===== src/rtl/sel_shift_pkg.sv =====
// Shared types, saturation limits and the add/sub helper for sel_shift_pipe.
// Define SEL_SHIFT_SAT_EN to make d/e/f saturate instead of wrap.
package sel_shift_pkg;

    localparam int DATAWIDTH = 32;

    typedef logic signed [DATAWIDTH-1:0] word_t;

    localparam word_t SMAX = {1'b0, {(DATAWIDTH-1){1'b1}}};
    localparam word_t SMIN = {1'b1, {(DATAWIDTH-1){1'b0}}};

    typedef struct packed {
        word_t d;
        word_t e;
        word_t f;
    } s1_t;

    typedef struct packed {
        word_t x;
        word_t z;
        logic  lt;
        logic  eq;
    } s2_t;

    function automatic word_t sat_add(input word_t a, input word_t b, input logic sub);
`ifdef SEL_SHIFT_SAT_EN
        logic signed [DATAWIDTH:0] s;
        s = sub ? ({a[DATAWIDTH-1], a} - {b[DATAWIDTH-1], b})
                : ({a[DATAWIDTH-1], a} + {b[DATAWIDTH-1], b});
        // The two top bits disagree exactly when the true result left the range
        if (s[DATAWIDTH] != s[DATAWIDTH-1])
            return s[DATAWIDTH] ? SMIN : SMAX;
        return s[DATAWIDTH-1:0];
`else
        return sub ? (a - b) : (a + b);
`endif
    endfunction

endpackage


===== src/rtl/sel_shift_pipe_if.sv =====
// Operand/result handshake bundle for sel_shift_pipe.
interface sel_shift_pipe_if #(parameter int W = 32);

    logic                in_valid;
    logic                in_ready;
    logic signed [W-1:0] a;
    logic signed [W-1:0] b;
    logic signed [W-1:0] c;
    logic                out_valid;
    logic                out_ready;
    logic signed [W-1:0] x;
    logic signed [W-1:0] z;
    logic                out_lt;
    logic                out_eq;

    modport slave (
        input  in_valid, a, b, c, out_ready,
        output in_ready, out_valid, x, z, out_lt, out_eq
    );

    modport master (
        output in_valid, a, b, c, out_ready,
        input  in_ready, out_valid, x, z, out_lt, out_eq
    );

endinterface


===== src/rtl/sel_shift_pipe_stage.sv =====
// One valid/ready register slice; the upstream may push whenever the slot is
// empty or is being drained this cycle.
module pipe_stage #(
    parameter int WIDTH = 8
) (
    input  logic             clk,
    input  logic             rst_n,
    input  logic             in_valid_i,
    output logic             in_ready_o,
    input  logic [WIDTH-1:0] data_i,
    output logic             out_valid_o,
    input  logic             out_ready_i,
    output logic [WIDTH-1:0] data_o
);

    logic             valid_q, valid_d;
    logic [WIDTH-1:0] data_q, data_d;
    logic             adv;

    assign adv        = !valid_q || out_ready_i;
    assign in_ready_o = adv;

    always_comb begin
        valid_d = valid_q;
        data_d  = data_q;
        if (adv) begin
            valid_d = in_valid_i;
            // Payload only moves on a real beat, so an empty advance leaves it untouched
            if (in_valid_i) data_d = data_i;
        end
    end

    always_ff @(posedge clk or negedge rst_n) begin
        if (!rst_n) begin
            valid_q <= 1'b0;
            data_q  <= '0;
        end else begin
            valid_q <= valid_d;
            data_q  <= data_d;
        end
    end

    assign out_valid_o = valid_q;
    assign data_o      = data_q;

endmodule


===== src/rtl/sel_shift_pipe.sv =====
// Two-stage add/compare/select/shift pipeline with valid/ready flow control.
// Optional SEL_SHIFT_SAT_EN saturates d/e/f (see sel_shift_pkg::sat_add).
module sel_shift_pipe
    import sel_shift_pkg::*;
#(
    parameter int SHAMT = 1
) (
    input  logic                clk,
    input  logic                rst,
    sel_shift_pipe_if.slave     io
);

    s1_t   s1_d, s1_q;
    s2_t   s2_d, s2_q;
    logic  s1_valid, s2_ready;
    word_t g, h;

    always_comb begin
        s1_d   = '0;
        s1_d.d = sat_add(io.a, io.b, 1'b0);
        s1_d.e = sat_add(io.a, io.c, 1'b0);
        s1_d.f = sat_add(io.a, io.b, 1'b1);
    end

    pipe_stage #(.WIDTH($bits(s1_t))) u_s1 (
        .clk         (clk),
        .rst_n       (rst),
        .in_valid_i  (io.in_valid),
        .in_ready_o  (io.in_ready),
        .data_i      (s1_d),
        .out_valid_o (s1_valid),
        .out_ready_i (s2_ready),
        .data_o      (s1_q)
    );

    always_comb begin
        s2_d    = '0;
        s2_d.lt = s1_q.d < s1_q.e;
        s2_d.eq = s1_q.d == s1_q.e;
        g       = s2_d.lt ? s1_q.e : s1_q.d;
        h       = s2_d.eq ? s1_q.f : g;
        s2_d.x  = s2_d.lt ? (g <<  SHAMT) : g;
        s2_d.z  = s2_d.eq ? (h >>> SHAMT) : h;
    end

    pipe_stage #(.WIDTH($bits(s2_t))) u_s2 (
        .clk         (clk),
        .rst_n       (rst),
        .in_valid_i  (s1_valid),
        .in_ready_o  (s2_ready),
        .data_i      (s2_d),
        .out_valid_o (io.out_valid),
        .out_ready_i (io.out_ready),
        .data_o      (s2_q)
    );

    assign io.x      = s2_q.x;
    assign io.z      = s2_q.z;
    assign io.out_lt = s2_q.lt;
    assign io.out_eq = s2_q.eq;

endmodule


===== src/flat_wrapper.sv =====
// flat-port wrapper written by rule: the top's interface ports become plain ports
module sel_shift_pipe_flat import sel_shift_pkg::*;
#(
    parameter int SHAMT = 1
)
  (clk, rst, io_in_valid, io_a, io_b, io_c, io_out_ready, io_in_ready, io_out_valid, io_x, io_z, io_out_lt, io_out_eq);
  sel_shift_pipe_if #(.W(32)) io_i ();
  input  logic clk;
  input  logic rst;
  input wire logic [$bits(io_i.in_valid)-1:0] io_in_valid;
  input wire logic [$bits(io_i.a)-1:0] io_a;
  input wire logic [$bits(io_i.b)-1:0] io_b;
  input wire logic [$bits(io_i.c)-1:0] io_c;
  input wire logic [$bits(io_i.out_ready)-1:0] io_out_ready;
  output wire logic [$bits(io_i.in_ready)-1:0] io_in_ready;
  output wire logic [$bits(io_i.out_valid)-1:0] io_out_valid;
  output wire logic [$bits(io_i.x)-1:0] io_x;
  output wire logic [$bits(io_i.z)-1:0] io_z;
  output wire logic [$bits(io_i.out_lt)-1:0] io_out_lt;
  output wire logic [$bits(io_i.out_eq)-1:0] io_out_eq;
  assign io_i.in_valid = io_in_valid;
  assign io_i.a = io_a;
  assign io_i.b = io_b;
  assign io_i.c = io_c;
  assign io_i.out_ready = io_out_ready;
  assign io_in_ready = io_i.in_ready;
  assign io_out_valid = io_i.out_valid;
  assign io_x = io_i.x;
  assign io_z = io_i.z;
  assign io_out_lt = io_i.out_lt;
  assign io_out_eq = io_i.out_eq;
  sel_shift_pipe #(.SHAMT(SHAMT)) u_core (.clk(clk), .rst(rst), .io(io_i));
endmodule

===== config.mk =====
export PLATFORM = sky130hd
export DESIGN_NAME = sel_shift_pipe_flat
export DESIGN_NICKNAME = d
export VERILOG_FILES = /design/src/rtl/sel_shift_pkg.sv /design/src/rtl/sel_shift_pipe_if.sv /design/src/rtl/sel_shift_pipe_stage.sv /design/src/rtl/sel_shift_pipe.sv /design/src/flat_wrapper.sv
export SDC_FILE = /design/constraint.sdc
export NUM_CORES = 1
export LEC_CHECK = 0
export ABC_AREA = 0
export ABC_CLOCK_PERIOD_IN_PS = 3800
export CORE_MARGIN = 4
export CORE_UTILIZATION = 40
export CTS_CLUSTER_SIZE = 8
export DETAILED_ROUTE_END_ITERATION = 6
export GPL_ROUTABILITY_DRIVEN = 0
export GPL_TIMING_DRIVEN = 1
export PLACE_DENSITY = 0.65
export RECOVER_POWER = 25
export SLEW_MARGIN = 20
export SYNTH_ARGS = -nofsm -noshare
export SYNTH_HDL_FRONTEND = slang
export SYNTH_HIERARCHICAL = 1
export SYNTH_SLANG_ARGS = --single-unit

===== constraint.sdc =====
create_clock -name clk -period 3.8 [get_ports clk]
set_input_delay 0.38 -clock clk [delete_from_list [all_inputs] [get_ports clk]]
set_output_delay 0.38 -clock clk [all_outputs]
set_load 0.005 [all_outputs]

Yosys cells after proc, flatten, opt, wreduce, memory -nomap -nowiden
Index checks and enable logic that the tools add are counted.
{ "totals": {"reg_bits": 164, "inputBits": 100, "out_inout_bits": 68, "elab_cells": 19} }
{ "op_classes": {"addsub": 3, "n_lt_le_gt_ge": 1, "eq_ne": 1, "muxes": 4, "n_reduce_logical": 6} }
{ "op_table": {"columns": ["operator", "n"], "rows": [
  ["2-to-1 mux 32 bit", 3],
  ["adder 32 bit", 2],
  ["== test 32 bit", 1],
  ["less-than comparator 32 bit", 1],
  ["subtractor 32 bit", 1],
  ["2-to-1 mux 31 bit", 1],
  ["AND reduction 2 bit", 2],
  ["zero test 1 bit", 2],
  ["logical OR 1 bit", 2]
]} }

Logic depth before layout (Yosys ltp)
{ "depth": {"ltp_word": 4, "ltp_mapped": 13, "ltp_nobuf": 13} }

By module
The synthesis kept the hierarchy.
{ "by_module_without_submodules": {"columns": ["module", "instances", "cells_each", "area_per_inst_um2", "seq_area_each_um2"], "rows": [
  ["sel_shift_pipe", 1, 987, 6989.2, 0.0],
  ["pipe_stage (u_core.u_s1)", 1, 206, 3766.1, 2427.3],
  ["pipe_stage (u_core.u_s2)", 1, 143, 2697.6, 1676.6]
]} }

Worst setup path after synthesis
No wires, ideal clock.
{ "synth_path": {"path_kind": "input to register", "start": "input io_a[0]", "end": "register u_core.u_s1.data_q[60], in the netlist u_core/u_s1/data_o[60]", "setup_time_ns": 0.125, "t_arrival_ns": 2.754, "required_ns": 3.675, "path_slack_ns": 0.921, "cell_stages": 13, "n_path_buf": 0, "path_cell_list": "ha_1 > inv_1 > fa_1 > nor2b_1 > o31a_1 > o21ai_1 > a221oi_2 > a22oi_2 > o31ai_2 > nand3_1 > a311oi_2 > xor2_1 > mux2_4"} }
{ "synth_lines": {"columns": ["item", "line", "rtl"], "rows": [
  ["start: declaration", "flat_wrapper.sv:11", "input wire logic [$bits(io_i.a)-1:0] io_a;"],
  ["end signal: assignment", "sel_shift_pipe_stage.sv:39", "data_q <= data_d;"],
  ["end: declaration", "sel_shift_pipe_stage.sv:17", "logic [WIDTH-1:0] data_q, data_d;"]
]} }

==> results <==
- Data on the critical path is required at its endpoint by 4.12 ns.
- The critical-path cell with the highest stage delay is sky130_fd_sc_hd__dfrtp_1.
- The proportion of layout cells with a drive suffix above 1 is 18.5%.
- For this run, the number of standard cells in the final layout without fillers is 1943.
- The final reports fail on max-capacitance violations, max-slew violations.
- Timing would allow up to 0.286 GHz.
- Buffers inserted to repair hold after CTS numbered 0.
- The area growth from synthesis to final layout is 20.5%.
- The leakage power summed over all cells is 7.56 nW.
- Counting the buffers created by CTS gives 17.
- The cell at the root of the clock tree is sky130_fd_sc_hd__clkbuf_16.
- After clock tree synthesis, the setup repair step added 0 buffers.
- On the worst path, the slowest cell contributes a delay of 0.42 ns.
- After filler insertion, the fill cell instance count of the layout stands at 3004.
- Measured against its own limit, the worst slew margin works out to -65.3%.
- Global routing used 19.8% of the available tracks.
- In this design, the critical path's most frequently occurring cell is sky130_fd_sc_hd__a21o_1.
- Subtracting the final worst setup slack from the clock period gives 3.49 ns.
- The post-synthesis cell area is 13400 um2.
- Counting every instance in the synthesized netlist gives 1334.
- For this run, the post-layout net count is 1716.
- The DRC violation total after the first TritonRoute iteration is 815.
- The maximum level of the CTS H-tree is 4.
- Row generation in the floorplan step produced 66 rows.
- The tightest min-delay check is of the register to register type.
- The post-detailed-route via-to-cell ratio is 5.37.
- The maximum vdd ir drop is 726 uV.
- The HPWL after detailed placement is 29.4 mm.
- On the final layout, the worst clock skew is 0.0151 ns.
- The sum of negative setup slack is 0 ns.
- The number of global-route vias before repair is 10200.
- The run finished, with violations left.
- The number of antenna violations at the first check in global routing was 0.
- The element type at the critical path start is a register.
- The mean routed wirelength per cell is 18.8 um.
- The final layout contains routed wiring with a total length of 36.5 mm.
- The kind of end point of the critical path is a register.
- The critical path in this run is classified as register to register.
- The I/O pin count is 168.
- The number of hold-slack violations in the final timing report was 0.
- The die covers 36500 um2.
- The clock latency reported for the late side of the worst-skew pair is 0.43 ns.
- The number of design rule violations left after detail routing is 0.
- The largest buffer count on any clock path is 2.
- The region available for standard cell placement spans 32800 um2.
- The worst hold slack is 0.505 ns.
- A synthesized cell averages 10.1 um2.
- The part of the cycle the worst path needs is 91.9%.
- Walking the worst path, the cells encountered are inv_1, ha_1, a21o_1, a21o_1, a21oi_1, a2bb2oi_1, nand4_1, a31oi_4, xnor2_4, buf_12, mux2_2, mux2_4.
- The first-pass GRT wire length is 57.0 mm.
- The pin slew with the least headroom to its limit is 2.48 ns.
- Along the worst hold path, the cell count comes to 1.
- The clock tree from TritonCTS is done.
- Setup repair after global routing left no endpoint under its margin.
- The number of max-slew violations in the final report is 101.
- The utilization of the core after routing is 49.3%.
- STA puts the critical path data arrival time at 3.81 ns.
- Entering global routing, the biggest net connects 101 pins.
- The total overflow left after global routing is 0.
- 0 antenna diodes ended up in the layout.
- The power per cell area is 652 nW/um2.
- The number of gates given a new drive strength after cts is 0.
- After clock tree synthesis, the clock-pin slew on the worst setup and hold paths is 0.07 ns.
- The count of nets left with antenna violations after detail routing is 0.
- The maximum fanout along the worst path is 64.
- The horizontal extent of the die is 191 um.
- For this configuration, the core starts out at a cell density of 40.9%.
- The depth of the most critical reg-to-reg path is 12.
- From bottom edge to top edge, the die measures 191 um.
- The detailed router placed 10400 vias in this run.
- The pre-antenna-repair detailed-routing pass consisted of 6 iterations.
- The tool flagged a number of max-cap violations equal to 1.
- The total instance count after detailed placement is 1911.
- The number of clock sinks is 163.
- Counting every net in the synthesized netlist gives 1562.
- The total setup violations reported at the end of the flow is 0.
- During placement, the flow inserted port buffers numbering 167.
- The count of warnings emitted by yosys is 6.
-- routing by layer --
layer  part of all wire [%]  vias up  GRT usage, %
met1                     52     5020          31.2
met5                      0        -             0
li1                       -     5047             -
met3                    5.5       32          2.85
met2                     42      333          28.4
met4                    1.2        0          4.23
-- final timing paths --
check,slack [ns],to,from
max,0.31,u_core/u_s2/data_o[36],u_core/u_s1/data_o[37]
max in group asynchronous,1.62,u_core/u_s2/data_o[63],rst
min in group asynchronous,0.70,u_core/u_s2/data_o[2],rst
min,0.51,u_core/u_s2/data_o[6],u_core/u_s2/data_o[6]
max reg2reg,0.31,u_core/u_s2/data_o[36],u_core/u_s1/data_o[37]
min reg2reg,0.51,u_core/u_s2/data_o[6],u_core/u_s2/data_o[6]
-- area by class of cell --
type | instances | area (um2) | share of cell area, %
multi-input cells | 998 | 8520 | 52.7
flip-flops and latches | 163 | 4080 | 25.2
repair buffers | 196 | 1920 | 11.9
well taps | 442 | 553 | 3.42
clock buffers | 17 | 425 | 2.63
inverters | 112 | 420 | 2.60
clock inverters | 15 | 241 | 1.49
-- sequential cells by signal (all words and copies together), names as in the netlist --
register and cells:
u_core/u_s1/data_o 95, u_core/u_s1/out_valid_o 1, u_core/u_s2/data_o 66, u_core/u_s2/out_valid_o 1
-- metrics by stage --
stage	setup slack, ns	area, um2	power, mW
floorplan	0.921	13400	6.82
global placement	0.0699	15500	8.46
detailed placement	0.0331	15500	8.61
CTS	0.324	16200	10.6
global route	0.0933	16200	11.2
finish	0.307	16200	10.5
-- where the power goes --
part	switching (mW)	total, mW	internal (mW)
Clock	0.761	1.95	1.19
Sequential	0.596	3.02	2.42
Combinational	2.33	5.57	3.24
Total	3.69	10.5	6.85
-- worst max-delay path: cells and delay by family, from the launching register on --
family,cells,cell delay (ns)
flops,1,0.42
xor+xnor,1,0.16
simple gates,1,0.25
buf+inv,2,0.42
fa+ha+maj,1,0.32
compound gates,5,1.06
mux,2,0.65
-- cell usage in the layout, fill, tap and decap left out, drive strengths merged, types with 20 or more instances in the layout --
master	count
dfrtp	163
inv	118
mux2i	32
a21oi	90
a21o	39
nor2	72
clkdlybuf4s50	166
mux2	189
nand2	76
ha	125
o21ai	73
xnor2	59
nor3	20
buf	29
xor2	25
Note: power is estimated with default switching activity, not from simulation.
